$ cat src/rtl/alu_seq_pkg.sv
// Shared types for the ALU operation sequencer: opcodes, FSM states and the
// 22-bit ALU control bundle.
package alu_seq_pkg;

   localparam int SETTLE_MAX = 15;

   typedef enum logic [3:0] {
      OP_ADD  = 4'd0,
      OP_ADC  = 4'd1,
      OP_SUB  = 4'd2,
      OP_SBC  = 4'd3,
      OP_NEG  = 4'd4,
      OP_AND  = 4'd5,
      OP_OR   = 4'd6,
      OP_XOR  = 4'd7,
      OP_NOT  = 4'd8,
      OP_NAND = 4'd9,
      OP_NOR  = 4'd10,
      OP_LSL  = 4'd11,
      OP_LSR  = 4'd12,
      OP_ASR  = 4'd13,
      OP_LUI  = 4'd14,
      OP_LLI  = 4'd15
   } alu_op_e;

   typedef enum logic [1:0] {
      ST_IDLE = 2'd0,
      ST_EXEC = 2'd1,
      ST_DONE = 2'd2
   } seq_state_e;

   typedef struct packed {
      logic cin;
      logic sub;
      logic zero_a;
      logic fa_out;
      logic and_op;
      logic or_op;
      logic xor_op;
      logic not_op;
      logic nand_op;
      logic nor_op;
      logic sign;
      logic sh_sign_in;
      logic sh1;
      logic sh2;
      logic sh4;
      logic sh8;
      logic sh_b;
      logic sh_l;
      logic sh_r;
      logic sh_out;
      logic lli;
      logic alu_enable;
   } alu_ctrl_t;

   // Only adder-path ops are allowed to update the carry and overflow flags.
   function automatic logic op_sets_carry(alu_op_e op);
      return (op == OP_ADD) || (op == OP_ADC) || (op == OP_SUB) ||
             (op == OP_SBC) || (op == OP_NEG);
   endfunction

endpackage

$ cat src/rtl/alu_op_decode.sv
// Combinational opcode decoder: opcode, shift controls and carry-in flag
// to the one-hot ALU_16Slice control bundle.
module alu_op_decode
   import alu_seq_pkg::*;
(
   input  alu_op_e    i_op,
   input  logic [3:0] i_sh_amt,
   input  logic       i_sh_src_b,
   input  logic       i_flag_c,
   output alu_ctrl_t  o_ctrl
);

   always_comb begin
      o_ctrl            = '0;
      o_ctrl.alu_enable = 1'b1;
      case (i_op)
         OP_ADD: o_ctrl.fa_out = 1'b1;
         OP_ADC: begin
            o_ctrl.fa_out = 1'b1;
            o_ctrl.cin    = i_flag_c;
         end
         OP_SUB: begin
            o_ctrl.fa_out = 1'b1;
            o_ctrl.sub    = 1'b1;
            o_ctrl.cin    = 1'b1;
         end
         OP_SBC: begin
            o_ctrl.fa_out = 1'b1;
            o_ctrl.sub    = 1'b1;
            o_ctrl.cin    = i_flag_c;
         end
         OP_NEG: begin
            o_ctrl.fa_out = 1'b1;
            o_ctrl.sub    = 1'b1;
            o_ctrl.zero_a = 1'b1;
            o_ctrl.cin    = 1'b1;
         end
         OP_AND:  o_ctrl.and_op  = 1'b1;
         OP_OR:   o_ctrl.or_op   = 1'b1;
         OP_XOR:  o_ctrl.xor_op  = 1'b1;
         OP_NOT:  o_ctrl.not_op  = 1'b1;
         OP_NAND: o_ctrl.nand_op = 1'b1;
         OP_NOR:  o_ctrl.nor_op  = 1'b1;
         OP_LSL, OP_LSR, OP_ASR: begin
            o_ctrl.sh_out     = 1'b1;
            o_ctrl.sh_l       = (i_op == OP_LSL);
            o_ctrl.sh_r       = (i_op != OP_LSL);
            o_ctrl.sh_sign_in = (i_op == OP_ASR);
            {o_ctrl.sh8, o_ctrl.sh4, o_ctrl.sh2, o_ctrl.sh1} = i_sh_amt;
            o_ctrl.sh_b       = i_sh_src_b;
         end
         OP_LUI: begin
            o_ctrl.sh_out = 1'b1;
            o_ctrl.sh_l   = 1'b1;
            o_ctrl.sh_b   = 1'b1;
            o_ctrl.sh8    = 1'b1;
         end
         OP_LLI: begin
            o_ctrl.sh_out = 1'b1;
            o_ctrl.lli    = 1'b1;
         end
         default: o_ctrl = '0;
      endcase
   end

endmodule

$ cat src/rtl/alu_op_sequencer.sv
// Issue-side driver for ALU_16Slice: accept, hold controls for a settle window,
// capture result and flags. Define ALU_BACK2BACK_EN to accept in DONE.
module alu_op_sequencer
   import alu_seq_pkg::*;
#(
   parameter int SETTLE_CYCLES = 2,
   parameter int WIDTH         = 16
) (
   input  logic             Clock,
   input  logic             Reset,
   input  logic             OpValid,
   output logic             OpReady,
   input  logic [3:0]       OpCode,
   input  logic [WIDTH-1:0] OpA,
   input  logic [WIDTH-1:0] OpB,
   input  logic [3:0]       ShAmt,
   input  logic             ShSrcB,
   output logic [WIDTH-1:0] A,
   output logic [WIDTH-1:0] B,
   output logic             CIn,
   output logic             SUB,
   output logic             ZeroA,
   output logic             FAOut,
   output logic             AND,
   output logic             OR,
   output logic             XOR,
   output logic             NOT,
   output logic             NAND,
   output logic             NOR,
   output logic             Sign,
   output logic             ShSignIn,
   output logic             Sh1,
   output logic             Sh2,
   output logic             Sh4,
   output logic             Sh8,
   output logic             ShB,
   output logic             ShL,
   output logic             ShR,
   output logic             ShOut,
   output logic             LLI,
   output logic             ALUEnable,
   input  logic [WIDTH-1:0] ALUOut,
   input  logic             COut,
   input  logic             CIn_Slice,
   input  logic             nZ,
   input  logic             Sum,
   output logic             ResValid,
   input  logic             ResReady,
   output logic [WIDTH-1:0] Result,
   output logic             FlagZ,
   output logic             FlagN,
   output logic             FlagC,
   output logic             FlagV,
   output seq_state_e       o_dbg_state
);

   localparam logic [3:0] CNT_INIT = 4'(SETTLE_CYCLES - 1);

   // Handshakes: a transfer happens on a rising edge where valid and ready
   // are both 1; valid must be held until then, ready may change freely.
   seq_state_e       r_state;
   logic             r_op_ready;
   logic [3:0]       r_cnt;
   logic [WIDTH-1:0] r_a, r_b, r_result;
   alu_ctrl_t        r_ctrl;
   logic             r_arith;
   logic             r_res_valid;
   logic             r_flag_z, r_flag_n, r_flag_c, r_flag_v;
   alu_ctrl_t        w_ctrl;
   logic             w_load;

   // Capture happens on the EXEC->DONE edge, so r_flag_c already holds the
   // previous op's carry even when the next op is accepted straight from DONE.
   alu_op_decode u_decode (
      .i_op       (alu_op_e'(OpCode)),
      .i_sh_amt   (ShAmt),
      .i_sh_src_b (ShSrcB),
      .i_flag_c   (r_flag_c),
      .o_ctrl     (w_ctrl)
   );

   always_comb begin
      w_load  = (r_state == ST_IDLE) && OpValid && r_op_ready;
      OpReady = r_op_ready;
`ifdef ALU_BACK2BACK_EN
      w_load  = w_load || ((r_state == ST_DONE) && OpValid && ResReady);
      OpReady = r_op_ready || ((r_state == ST_DONE) && ResReady);
`endif
   end

   always_ff @(posedge Clock) begin
      if (Reset) begin
         r_state     <= ST_IDLE;
         r_op_ready  <= 1'b0;
         r_cnt       <= '0;
         r_a         <= '0;
         r_b         <= '0;
         r_ctrl      <= '0;
         r_arith     <= 1'b0;
         r_result    <= '0;
         r_res_valid <= 1'b0;
         r_flag_z    <= 1'b0;
         r_flag_n    <= 1'b0;
         r_flag_c    <= 1'b0;
         r_flag_v    <= 1'b0;
      end else begin
         case (r_state)
            ST_IDLE: r_op_ready <= 1'b1;
            ST_EXEC: begin
               if (r_cnt == 4'd0) begin
                  r_result    <= ALUOut;
                  r_flag_z    <= ~nZ;
                  r_flag_n    <= Sum;
                  if (r_arith) begin
                     r_flag_c <= COut;
                     r_flag_v <= COut ^ CIn_Slice;
                  end
                  r_ctrl      <= '0;
                  r_res_valid <= 1'b1;
                  r_state     <= ST_DONE;
               end else begin
                  r_cnt <= r_cnt - 4'd1;
               end
            end
            ST_DONE: begin
               if (ResReady) begin
                  r_res_valid <= 1'b0;
                  r_op_ready  <= 1'b1;
                  r_state     <= ST_IDLE;
               end
            end
            default: r_state <= ST_IDLE;
         endcase
         if (w_load) begin
            r_a        <= OpA;
            r_b        <= OpB;
            r_ctrl     <= w_ctrl;
            r_arith    <= op_sets_carry(alu_op_e'(OpCode));
            r_cnt      <= CNT_INIT;
            r_op_ready <= 1'b0;
            r_state    <= ST_EXEC;
         end
      end
   end

   assign A           = r_a;
   assign B           = r_b;
   assign CIn         = r_ctrl.cin;
   assign SUB         = r_ctrl.sub;
   assign ZeroA       = r_ctrl.zero_a;
   assign FAOut       = r_ctrl.fa_out;
   assign AND         = r_ctrl.and_op;
   assign OR          = r_ctrl.or_op;
   assign XOR         = r_ctrl.xor_op;
   assign NOT         = r_ctrl.not_op;
   assign NAND        = r_ctrl.nand_op;
   assign NOR         = r_ctrl.nor_op;
   assign Sign        = r_ctrl.sign;
   assign ShSignIn    = r_ctrl.sh_sign_in;
   assign Sh1         = r_ctrl.sh1;
   assign Sh2         = r_ctrl.sh2;
   assign Sh4         = r_ctrl.sh4;
   assign Sh8         = r_ctrl.sh8;
   assign ShB         = r_ctrl.sh_b;
   assign ShL         = r_ctrl.sh_l;
   assign ShR         = r_ctrl.sh_r;
   assign ShOut       = r_ctrl.sh_out;
   assign LLI         = r_ctrl.lli;
   assign ALUEnable   = r_ctrl.alu_enable;
   assign ResValid    = r_res_valid;
   assign Result      = r_result;
   assign FlagZ       = r_flag_z;
   assign FlagN       = r_flag_n;
   assign FlagC       = r_flag_c;
   assign FlagV       = r_flag_v;
   assign o_dbg_state = r_state;

endmodule
$ cat config.mk
export PLATFORM = sky130hd
export DESIGN_NAME = alu_op_sequencer
export DESIGN_NICKNAME = d
export VERILOG_FILES = /design/src/rtl/alu_seq_pkg.sv /design/src/rtl/alu_op_decode.sv /design/src/rtl/alu_op_sequencer.sv
export SDC_FILE = /design/constraint.sdc
export NUM_CORES = 1
export LEC_CHECK = 0
export ABC_AREA = 1
export BUFFER_PORTS_ARGS = -buffer_cell sky130_fd_sc_hd__buf_2
export CAP_MARGIN = 10
export CORE_ASPECT_RATIO = 1.75
export CORE_UTILIZATION = 36
export CTS_CLUSTER_SIZE = 25
export DETAILED_ROUTE_END_ITERATION = 10
export PLACE_DENSITY_LB_ADDON = 0.25
export SETUP_SLACK_MARGIN = 0.02
export SLEW_MARGIN = 40
export SYNTH_ARGS = -nofsm -noshare
export SYNTH_HDL_FRONTEND = slang
export SYNTH_SLANG_ARGS = --single-unit
$ cat constraint.sdc
create_clock -name Clock -period 1.45 [get_ports Clock]
set_input_delay 0.145 -clock Clock [delete_from_list [all_inputs] [get_ports Clock]]
set_output_delay 0.145 -clock Clock [all_outputs]
set_load 0.01 [all_outputs]
* Word-level counts from Yosys, hierarchy flattened
Index checks and enable logic that the tools add are counted.
** Storage, ports and cells
- Register bits after elaboration :: 82
- Output and inout bits :: 78
** Operators by class
- Add/sub/neg operators :: 1
- Equal/unequal tests :: 24
- Muxes and demuxes :: 30
- Bitwise operators :: 4
- Reduce and logical (&&, ||, !) cells :: 29
** Operators by type and width (number)
- $mux W22 :: 3
- $eq A4 B4 Y1 const B :: 8
- $mux W1 :: 19
- $eq A4 B3 Y1 const B :: 4
- $reduce_and A3 Y1 :: 4
- $reduce_and A2 Y1 :: 5
- $reduce_or A5 Y1 :: 2
- $eq A4 B2 Y1 const B :: 2
- $logic_not A4 Y1 :: 2
- $ne A2 B2 Y1 const B :: 4
- $reduce_bool A2 Y1 :: 4
- $ne A3 B3 Y1 const B :: 2
- $pmux W1 S2 :: 3
- $pmux W2 S3 :: 1
- $pmux W3 S2 :: 1
- $reduce_or A2 Y1 :: 3
- $reduce_or A3 Y1 :: 2
- $eq A4 B1 Y1 const B :: 1
- $logic_or A1 B1 Y1 :: 4
- $mux W2 :: 2
- $mux W4 :: 1
- $ne A4 B4 Y1 const B :: 1
- $sub A4 B1 Y4 const B :: 1
- $not A1 Y1 :: 3
- other kinds (5) :: 6

* Depth between registers and ports, before layout
Gate-level depths: netlist (run 1).
- Depth after elaboration :: 5
- Gate-level depth with buffers :: 9
- Depth with buffers taken out :: 8

* Hierarchy
Synthesis (run 1) repeated with hierarchy kept, for this count alone.
** Second synthesis, totals
- Cells, all modules :: 442
- Area, all modules :: 3440.8 µm²
** Modules (own cells, without submodules)
- alu_op_sequencer :: instances 1, cells an instance 392, area an instance 3215.6 µm²
- alu_op_decode :: instances 1, cells an instance 50, area an instance 225.2 µm²

* Worst setup path before layout (run 1)
No wires, ideal clock.
- Path type :: register to register
- From :: register r_cnt[0]
- To :: register r_ctrl, in the netlist NAND
- Setup time :: 0.132 ns
- Arrival time :: 1.165 ns
- Data required time :: 1.318 ns
- Setup slack :: 0.153 ns
- Cell stages (with the launch flop) :: 9
- Path buffers :: 1
- Clock period less this slack :: 1.297 ns
- Cells stage by stage :: dfxtp_1 -> inv_1 -> ha_1 -> nand2_2 -> nor2_4 -> nor2_8 -> buf_6 -> nand2_1 -> a21oi_1
** Between the ends
- Word-level cells in the longest chain between the ends :: 3
** Ends and longest elaborated chain
- start: declaration :: RTL line alu_op_sequencer.sv:63 : logic [3:0] r_cnt;
- start signal: assignment :: RTL line alu_op_sequencer.sv:122 : r_cnt <= r_cnt - 4'd1;
- $logic_not A4 Y1 :: RTL line alu_op_sequencer.sv:110 : if (r_cnt == 4'd0) begin
- $reduce_bool A2 Y1 (no line)
- $reduce_and A2 Y1 (no line)
- end signal: assignment :: RTL line alu_op_sequencer.sv:137 : r_ctrl <= w_ctrl;
- end: declaration :: RTL line alu_op_sequencer.sv:65 : alu_ctrl_t r_ctrl;
Every way passes these cells.
A chain may end at the register's enable or synchronous reset.

* Worst setup path in the final report (run 1)
- From :: register r_cnt[1]
- To :: register r_ctrl, in the netlist NAND
Same word-level chain as after synthesis.

==> results of run 1 <==
==> cell type report <==
class / count / area (um^2)
Clock inverter: 5 / 55.05
Timing Repair Buffer: 155 / 898.4
Multi-Input combinational cell: 287 / 1328
Fill cell: 844 / 4033
Clock buffer: 10 / 239.0
Sequential cell: 82 / 1643
Inverter: 21 / 83.83
Tap cell: 115 / 143.9
==> repair_timing <==
item | in CTS | in global routing
endpoints found under the setup margin | 0 | 24
hold buffers | 1 | 0
setup buffers | 0 | 2
endpoints found under the hold margin | 1 | 0
gates resized for setup | 0 | 7
==> critical path, stage by stage, from the launching register on <==
cell     delay [ns]
dfxtp_1        0.34
inv_2          0.07
ha_4           0.17
nand2_2        0.08
nor2_4         0.06
buf_12         0.15
nor2_4         0.21
nand2_1        0.08
a21oi_1        0.13
==> final timing paths <==
kind / start / to / slack, ns / cells after the start
setup / recovery: r_cnt[1] / NAND / 0.1 / 8
hold / removal: ALUOut[8] / Result[8] / 0.05 / 3
setup reg to reg: r_cnt[1] / NAND / 0.1 / 8
hold reg to reg: Sh4 / Sh4 / 0.46 / 2
==> registers in the layout, indices dropped and copies added, names as in the netlist, 2 cells and up <==
| register | cells |
|---|---|
| A | 16 |
| B | 16 |
| Result | 16 |
| o_dbg_state | 2 |
| r_cnt | 4 |
==> placed cells by master (no fill, tap or decap) <==
cell type      count
nor3_1             2
a21oi_2            1
inv_1             17
nand3_1           20
o21ai_1           14
clkinvlp_4         2
buf_4              7
clkbuf_16         11
dlygate4sd3_1      1
clkinv_1           1
nor2_8             1
inv_2              2
xor2_1             2
buf_2            141
nand2_2            3
clkinv_2           2
o21ai_0           40
nand2_1           55
ha_1               1
dfxtp_1           81
nand3_2            1
nor2_1           108
nor2_4             4
ha_4               1
nand3b_1           1
a21oi_1           28
nor2_2             3
dfxtp_2            1
conb_1             1
bufinv_16          1
buf_12             4
inv_6              1
o31ai_1            1
clkbuf_8           1
==> stage by stage <==
stage / cell area (um^2) / total power [mW] / hold slack (ns) / instances / setup slack, ns
finish: 4390 / 5.512 / 0.05159 / 675 / 0.09623
global route: 4390 / 5.786 / 0.05376 / 675 / 0.001229
CTS: 4278 / 5.543 / 0.04197 / 670 / 0.08615
detailed placement: 3974 / 3.306 / 0.3234 / 654 / 0.1049
global placement: 3974 / 3.288 / 0.3242 / 654 / 0.1372
floorplan: 3158 / 2.984 / 0.2141 / 411 / 0.1530
==> power breakdown <==
part | switching (mW) | total [mW] | internal, mW
registers | 0.0710 | 2.47 | 2.39
clock network | 0.853 | 2.22 | 1.36
logic | 0.475 | 0.831 | 0.356
==> cells by family (layout without fill, tap and decap cells) <==
| family | count (synthesis) | count (layout) |
|---|---|---|
| DFF | 82 | 82 |
| other | 1 | 1 |
| adders and majority gates | 2 | 2 |
| and+or+nand+nor | 197 | 198 |
| xor gates and xnor gates | 2 | 2 |
| buffers and inverters | 43 | 191 |
| AOI/OAI and AO/OA | 84 | 84 |
==> per-layer routing <==
layer,global-route usage (%),wire (um),up-vias
li1,-,-,1607
met1,18.62,3316,1385
met2,32.82,4342,109
met3,3.200,403,20
met4,11.19,265,0
met5,0,0,-
==> results.sh, run 1 <==
export IMPL_diodes=0
export IMPL_synth_most_common_cell="nor2_1"
export IMPL_yosysSeqAreaShare_pct=51.98
export IMPL_muxShareOfSynthArea_pct=0
export IMPL_ys_flop_type="dfxtp_1"
export IMPL_synth_xor_area_share_pct=0.5547
export IMPL_num_rows=44
export IMPL_power_density_nw_per_um2=1256
export IMPL_synth_area_leaders="dfxtp_1 (52%), nor2_1 (13%), nand2_1 (6.5%)"
export IMPL_numCtsBuffers=9
export IMPL_syn_instance_count=411
export IMPL_synth_edf_count=0
export IMPL_yosys_warnings=0
export IMPL_syn_to_final_growth_pct=39.03
export IMPL_drc_errors=0
export IMPL_grt_max_degree=53
export IMPL_ant_nets=0
export IMPL_die_w_um=72.80
export IMPL_initial_core_util_pct=37.49
export IMPL_dp_hpwl_mm=6.056
export IMPL_outcome="complete, no violations"
export IMPL_cts_tree="built"
export IMPL_wl_mm=8.328
export IMPL_synth_distinct_cells=28
export IMPL_io_pins=143
export IMPL_clk_latency_ns=0.33
export IMPL_ys_ff_latch=82
export IMPL_antenna_found_initial=0
export IMPL_drive_above_1_share_pct=33.39
export IMPL_place_gp_congestion=0.8198
export IMPL_die_area_um2=9166
export IMPL_synth_commonest_cells="nor2_1 (109), dfxtp_1 (82), nand2_1 (55)"
export IMPL_startpoint_type="register"
export IMPL_p_leak_nw=2.095
export IMPL_synth_adder_area_share_pct=0.7924
export IMPL_synth_top_area_share_pct=51.98
export IMPL_htreeDepth=3
export IMPL_hold_viol_final=0
export IMPL_avgSynthCellArea_um2=7.684
export IMPL_via_per_inst=4.624
export IMPL_fin_nets=623
export IMPL_synthSimpleGateAreaFrac_pct=26.07
export IMPL_vias=3121
export IMPL_syn_area_um2=3158
export IMPL_worstPathRequired_ns=1.71
export IMPL_report_final_setup_viol=0
export IMPL_rsz0062_at_grt="true"
export IMPL_synth_compound_area_share_pct=13.51
export IMPL_hold_class="in -> reg"
export IMPL_root_buffer="clkbuf_16"
export IMPL_clock_skew_ns=0.007029
export IMPL_worstPathArrival_ns=1.61
export IMPL_dieHeight_um=125.9
export IMPL_grt_pass1_wl_mm=12.77
export IMPL_finalMaxSlewViolations=0
export IMPL_synth_top_family_by_area="simple AND/OR/NAND/NOR gates"
export IMPL_drt_iter0_drc=122
export IMPL_ir_drop_v=0.0007242
export IMPL_syn_nets=478
export IMPL_clockBufferDepth=2
export IMPL_fin_tns_setup_ns=0
export IMPL_endpoint_kind="register"
export IMPL_io_buffers=141
export IMPL_crit_type="reg -> reg"
export IMPL_core_area_um2=8423
export IMPL_grt_pass1_vias=2885
export IMPL_min_period_ns=1.354
export IMPL_first_pass_iters=4
export IMPL_max_freq_mhz=738.7
export IMPL_yosysTopAreaCell="dfxtp_1"
export IMPL_wl_per_cell_um=12.34
export IMPL_grt_use_total_pct=18.12
export IMPL_cts_sinks=82
export IMPL_grt_overflow=0
export IMPL_path_clk_slew_ns=0.06
export IMPL_worstPathMaxFanout=8
export IMPL_final_core_util_pct=52.12
export IMPL_max_cap_violations=0
export IMPL_synthArstFlopShare_pct=0
export IMPL_timing_final_crit_share_pct=93.36
No activity file was read; power rests on OpenSTA's default activity.
==> inputs of run 2 (changes only) <==
--- a/config.mk
+++ b/config.mk
@@ -9,7 +9,7 @@
 export BUFFER_PORTS_ARGS = -buffer_cell sky130_fd_sc_hd__buf_2
 export CAP_MARGIN = 10
 export CORE_ASPECT_RATIO = 1.75
-export CORE_UTILIZATION = 36
+export CORE_UTILIZATION = 46
 export CTS_CLUSTER_SIZE = 25
 export DETAILED_ROUTE_END_ITERATION = 10
 export PLACE_DENSITY_LB_ADDON = 0.25
==> results.sh, run 2 (synthesis results as in run 1) <==
export IMPL_drt_iter0_drc=184
export IMPL_drc_errors=0
export IMPL_drive_above_1_share_pct=31.95
export IMPL_grt_pass1_vias=2891
export IMPL_ir_drop_v=0.0009649
export IMPL_mostFrequentLayoutCells="buf_2 (141), nor2_1 (109), dfxtp_1 (82)"
export IMPL_crit_type="reg -> reg"
export IMPL_startpoint_type="register"
export IMPL_root_buffer="clkbuf_16"
export IMPL_clockBufferDepth=2
export IMPL_multiInputGateArea_um2=1299
export IMPL_worst_r2r_cell_count=7
export IMPL_grt_use_total_pct=23.21
export IMPL_fin_tns_setup_ns=0
export IMPL_grt_overflow=0
export IMPL_final_common_cell="buf_2"
export IMPL_endpoint_kind="register"
export IMPL_regArea_um2=1642
export IMPL_timing_final_crit_share_pct=92.47
export IMPL_worstPathMaxFanout=20
export IMPL_wl_per_cell_um=12.70
export IMPL_initial_core_util_pct=47.94
export IMPL_rsz0062_at_grt="true"
export IMPL_ant_nets=0
export IMPL_die_area_um2=7214
export IMPL_die_w_um=64.64
export IMPL_grt_pass1_wl_mm=12.89
export IMPL_io_buffers=141
export IMPL_hold_class="in -> reg"
export IMPL_hold_viol_final=0
export IMPL_final_area_um2=4255
export IMPL_cts_tree="built"
export IMPL_power_density_nw_per_um2=1302
export IMPL_dp_hpwl_mm=5.907
export IMPL_max_cap_violations=0
export IMPL_clk_latency_ns=0.33
export IMPL_finalMaxSlewViolations=0
export IMPL_syn_to_final_growth_pct=34.75
export IMPL_outcome="complete, no violations"
export IMPL_clock_skew_ns=0.005512
export IMPL_hold_path_cell_count=3
export IMPL_io_pins=143
export IMPL_report_final_setup_viol=0
export IMPL_path_clk_slew_ns=0.06
export IMPL_grt_max_degree=39
export IMPL_max_freq_mhz=745.8
export IMPL_dieHeight_um=111.6
export IMPL_num_rows=39
export IMPL_vias=3093
export IMPL_p_leak_nw=2.065
export IMPL_min_period_ns=1.341
export IMPL_fill_cells=612
export IMPL_place_gp_congestion=0.8767
export IMPL_via_per_inst=4.863
export IMPL_first_pass_iters=6
export IMPL_wl_mm=8.080
export IMPL_setup_slack_ns=0.1092
export IMPL_worstPathArrival_ns=1.60
export IMPL_numCtsBuffers=9
export IMPL_cts_sinks=82
export IMPL_dp_slack_ns=0.1229
export IMPL_worstPathRequired_ns=1.71
export IMPL_antenna_found_initial=0
export IMPL_placedInstanceArea_um2=3938
export IMPL_fin_nets=617
export IMPL_diodes=0
export IMPL_core_area_um2=6588
export IMPL_cts_setup_buffers=0
export IMPL_htreeDepth=3
## run 2: changes by cell type in the layout (fill, tap and decap cells not counted), sizes merged
cell	delta
nor2	-1
clkinv	-1
clkbuf	+1
clkinvlp	-2
buf	-3
## run 2: path summary, 6_finish.rpt
check | endpoint | slack (ns) | startpoint
setup / recovery | Result[7] | 0.11 | r_cnt[1]
hold / removal | B[3] | 0.05 | OpB[3]
setup reg to reg | Result[7] | 0.11 | r_cnt[1]
hold reg to reg | NAND | 0.46 | NAND
## run 2: repair_timing
item | CTS | global route
endpoints found under the hold margin | 1 | 0
gates resized for setup | 0 | 1
hold buffers | 1 | 0
endpoints found under the setup margin | 0 | 12
## run 2: cell type report
cell class                      instances  share of cell area, %
Clock buffer                           13                  6.351
Clock inverter                          2                 0.8233
Inverter                               21                  1.911
Multi-Input combinational cell        286                  30.52
Sequential cell                        82                  38.58
Tap cell                               82                  2.411
Timing Repair Buffer                  150                  19.41
## run 2: critical path, stage by stage, from the launching register on
cell and delay, ns:
dfxtp_1 0.31, inv_1 0.10, ha_2 0.23, nand2_2 0.07, nor2_4 0.20, buf_12 0.19, nor2_1 0.05, nor2_1 0.12
## run 2: power breakdown
part | internal (mW) | leakage [nW] | switching, mW | total, mW
Clock | 1.46 | 0.152 | 0.825 | 2.29
Sequential | 2.40 | 0.669 | 0.0703 | 2.47
Combinational | 0.328 | 1.24 | 0.462 | 0.790
Total | 4.18 | 2.07 | 1.36 | 5.54
## run 2: metal layers
| metal | share of wire [%] | wire length [um] | up-vias | GRT usage [%] |
|---|---|---|---|---|
| met3 | 6.4 | 521 | 17 | 6.762 |
| li1 | - | - | 1590 | - |
| met1 | 38 | 3068 | 1374 | 23.68 |
| met5 | 0 | 0 | - | 0 |
| met4 | 2.8 | 227 | 0 | 11.70 |
| met2 | 53 | 4262 | 112 | 41.61 |
## run 2: metrics by stage
step | std cells | util [%] | hold WS [ns] | power, mW
after floorplan | 411 | - | 0.2141 | 2.984
after global placement | 620 | 59.77 | 0.3204 | 3.277
after detailed placement | 620 | 59.77 | 0.3224 | 3.303
after CTS | 636 | 64.56 | 0.04416 | 5.596
after global routing | 636 | 64.60 | 0.06120 | 5.778
final | 636 | 64.60 | 0.04991 | 5.542
==> inputs of run 3 (changes only) <==
--- a/config.mk
+++ b/config.mk
@@ -8,8 +8,10 @@
 export ABC_AREA = 1
 export BUFFER_PORTS_ARGS = -buffer_cell sky130_fd_sc_hd__buf_2
 export CAP_MARGIN = 10
+export CELL_PAD_IN_SITES_DETAIL_PLACEMENT = 1
+export CELL_PAD_IN_SITES_GLOBAL_PLACEMENT = 1
 export CORE_ASPECT_RATIO = 1.75
-export CORE_UTILIZATION = 46
+export CORE_UTILIZATION = 32
 export CTS_CLUSTER_SIZE = 25
 export DETAILED_ROUTE_END_ITERATION = 10
 export PLACE_DENSITY_LB_ADDON = 0.25
==> results.sh, run 3 (synthesis results as in run 1) <==
export IMPL_worstPathArrival_ns=1.61
export IMPL_r2r_slack_ns=0.1
export IMPL_crit_type="reg -> reg"
export IMPL_power_mw=5.720
export IMPL_hold_class="in -> reg"
export IMPL_max_freq_mhz=739.8
export IMPL_r2r_end="NAND"
export IMPL_dp_hpwl_mm=7.474
export IMPL_crit_path_frequent_cell="nor2_4"
export IMPL_report_final_setup_viol=0
export IMPL_r2r_start="r_cnt[0]"
export IMPL_root_buffer="clkbuf_16"
export IMPL_grt_pass1_wl_mm=15.93
export IMPL_wl_per_cell_um=14.76
export IMPL_grt_max_degree=50
export IMPL_clk_latency_ns=0.34
export IMPL_power_density_nw_per_um2=1284
export IMPL_io_buffers=141
export IMPL_path_clk_slew_ns=0.06
export IMPL_grt_use_met3_pct=5.479
export IMPL_grt_busiest_layer="met2"
export IMPL_crit_start="r_cnt[0]"
export IMPL_hold_path_cell_count=3
export IMPL_hold_viol_final=0
export IMPL_wl_mm=10.08
export IMPL_place_gp_congestion=0.7749
export IMPL_min_period_ns=1.352
export IMPL_setup_slack_ns=0.09835
export IMPL_mostFrequentLayoutCells="buf_2 (141), nor2_1 (109), dfxtp_1 (80)"
export IMPL_final_common_cell="buf_2"
export IMPL_grt_overflow=0
export IMPL_core_area_um2=9527
export IMPL_path_cells="inv_1 -> ha_4 -> nand2_2 -> nor2_4 -> buf_12 -> nor2_4 -> nand2_1 -> a21oi_1"
export IMPL_grt_met2_usage_pct=37.90
export IMPL_grt_use_met1_pct=19.43
export IMPL_min_from="OpB[13]"
export IMPL_worst_path_max_delay_cell="dfxtp_2"
export IMPL_worstSetupEndpoint="NAND"
export IMPL_p_leak_nw=2.102
export IMPL_worstPathMaxFanout=8
export IMPL_drive_above_1_share_pct=36.01
export IMPL_fill_cells=1245
export IMPL_placed_cells=663
export IMPL_outcome="complete, no violations"
export IMPL_startpoint_type="register"
export IMPL_endpoint_kind="register"
export IMPL_io_pins=143
export IMPL_initial_core_util_pct=33.15
export IMPL_htreeDepth=3
export IMPL_layout_cells_non_filler=683
export IMPL_dp_slack_ns=0.05752
export IMPL_ant_nets=0
export IMPL_ir_drop_v=0.0005827
export IMPL_worstPathRequired_ns=1.71
export IMPL_cts_sinks=82
export IMPL_antenna_found_initial=0
export IMPL_first_pass_iters=4
export IMPL_diodes=0
export IMPL_vias=3259
export IMPL_grt_pass1_vias=3361
export IMPL_clock_skew_ns=0.005929
export IMPL_via_per_inst=4.772
export IMPL_dieHeight_um=133.4
export IMPL_worst_r2r_cell_count=8
export IMPL_drc_errors=0
export IMPL_rsz0062_at_grt="false"
export IMPL_slowest_delay_ns=0.32
export IMPL_fin_nets=624
export IMPL_drt_iter0_drc=85
export IMPL_numCtsBuffers=9
export IMPL_num_rows=47
export IMPL_max_cap_violations=0
export IMPL_die_w_um=77.10
export IMPL_finalMaxSlewViolations=0
export IMPL_fin_tns_setup_ns=0
export IMPL_clockBufferDepth=2
export IMPL_die_area_um2=10290
export IMPL_grt_use_total_pct=19.79
export IMPL_cts_tree="built"
export IMPL_timing_final_crit_share_pct=93.22
export IMPL_syn_to_final_growth_pct=41.05
[run 3: layout make-up]
class	count	area [um^2]	share of cell area (%)
timing repair buffer	155	867.1	19.47
sequential	82	1644	36.91
tap	122	152.6	3.427
clock buffer	10	229.0	5.140
clock inverter	5	80.08	1.798
inverter	21	91.34	2.051
multi-input combinational	288	1390	31.21
[run 3: stage by stage]
stage	hold WS, ns	utilization (%)	cell area, um^2
after global placement	0.3213	41.96	3998
final	0.05231	46.76	4454
after floorplan	0.2141	-	3158
after detailed placement	0.3238	41.96	3998
after CTS	0.03307	45.31	4317
after global routing	0.05369	46.76	4454
[run 3: where the power goes]
group / internal, mW / switching (mW) / leakage, nW
clock network: 1.49 / 0.886 / 0.145
logic: 0.354 / 0.513 / 1.29
registers: 2.40 / 0.0769 / 0.670
[run 3: worst max-delay path, delay by kind of cell (launching register included)]
| kind | cells | cell delay [ns] |
|---|---|---|
| simple gates | 4 | 0.44 |
| flops | 1 | 0.32 |
| buf+inv | 2 | 0.21 |
| fa+ha+maj | 1 | 0.18 |
| compound gates | 1 | 0.12 |
[run 3: timing repair]
| action | in CTS | in global routing |
|---|---|---|
| gates resized for setup | 0 | 28 |
| endpoints found under the hold margin | 1 | 0 |
| hold buffers | 1 | 0 |
| setup buffers | 0 | 2 |
| endpoints found under the setup margin | 0 | 39 |
[run 3: worst min path at each step]
stage | to | slack [ns]
after global routing | B[13] | 0.05
after floorplan | ALUEnable | 0.21
final | B[13] | 0.05
after detailed placement | FlagZ | 0.32
after CTS | ALUEnable | 0.03
after global placement | FlagZ | 0.32
[run 3: metal layers]
layer,vias to the layer above,wire [um]
li1,1608,-
met1,1526,3663
met2,107,5666
met3,18,491
met4,0,260
met5,-,0
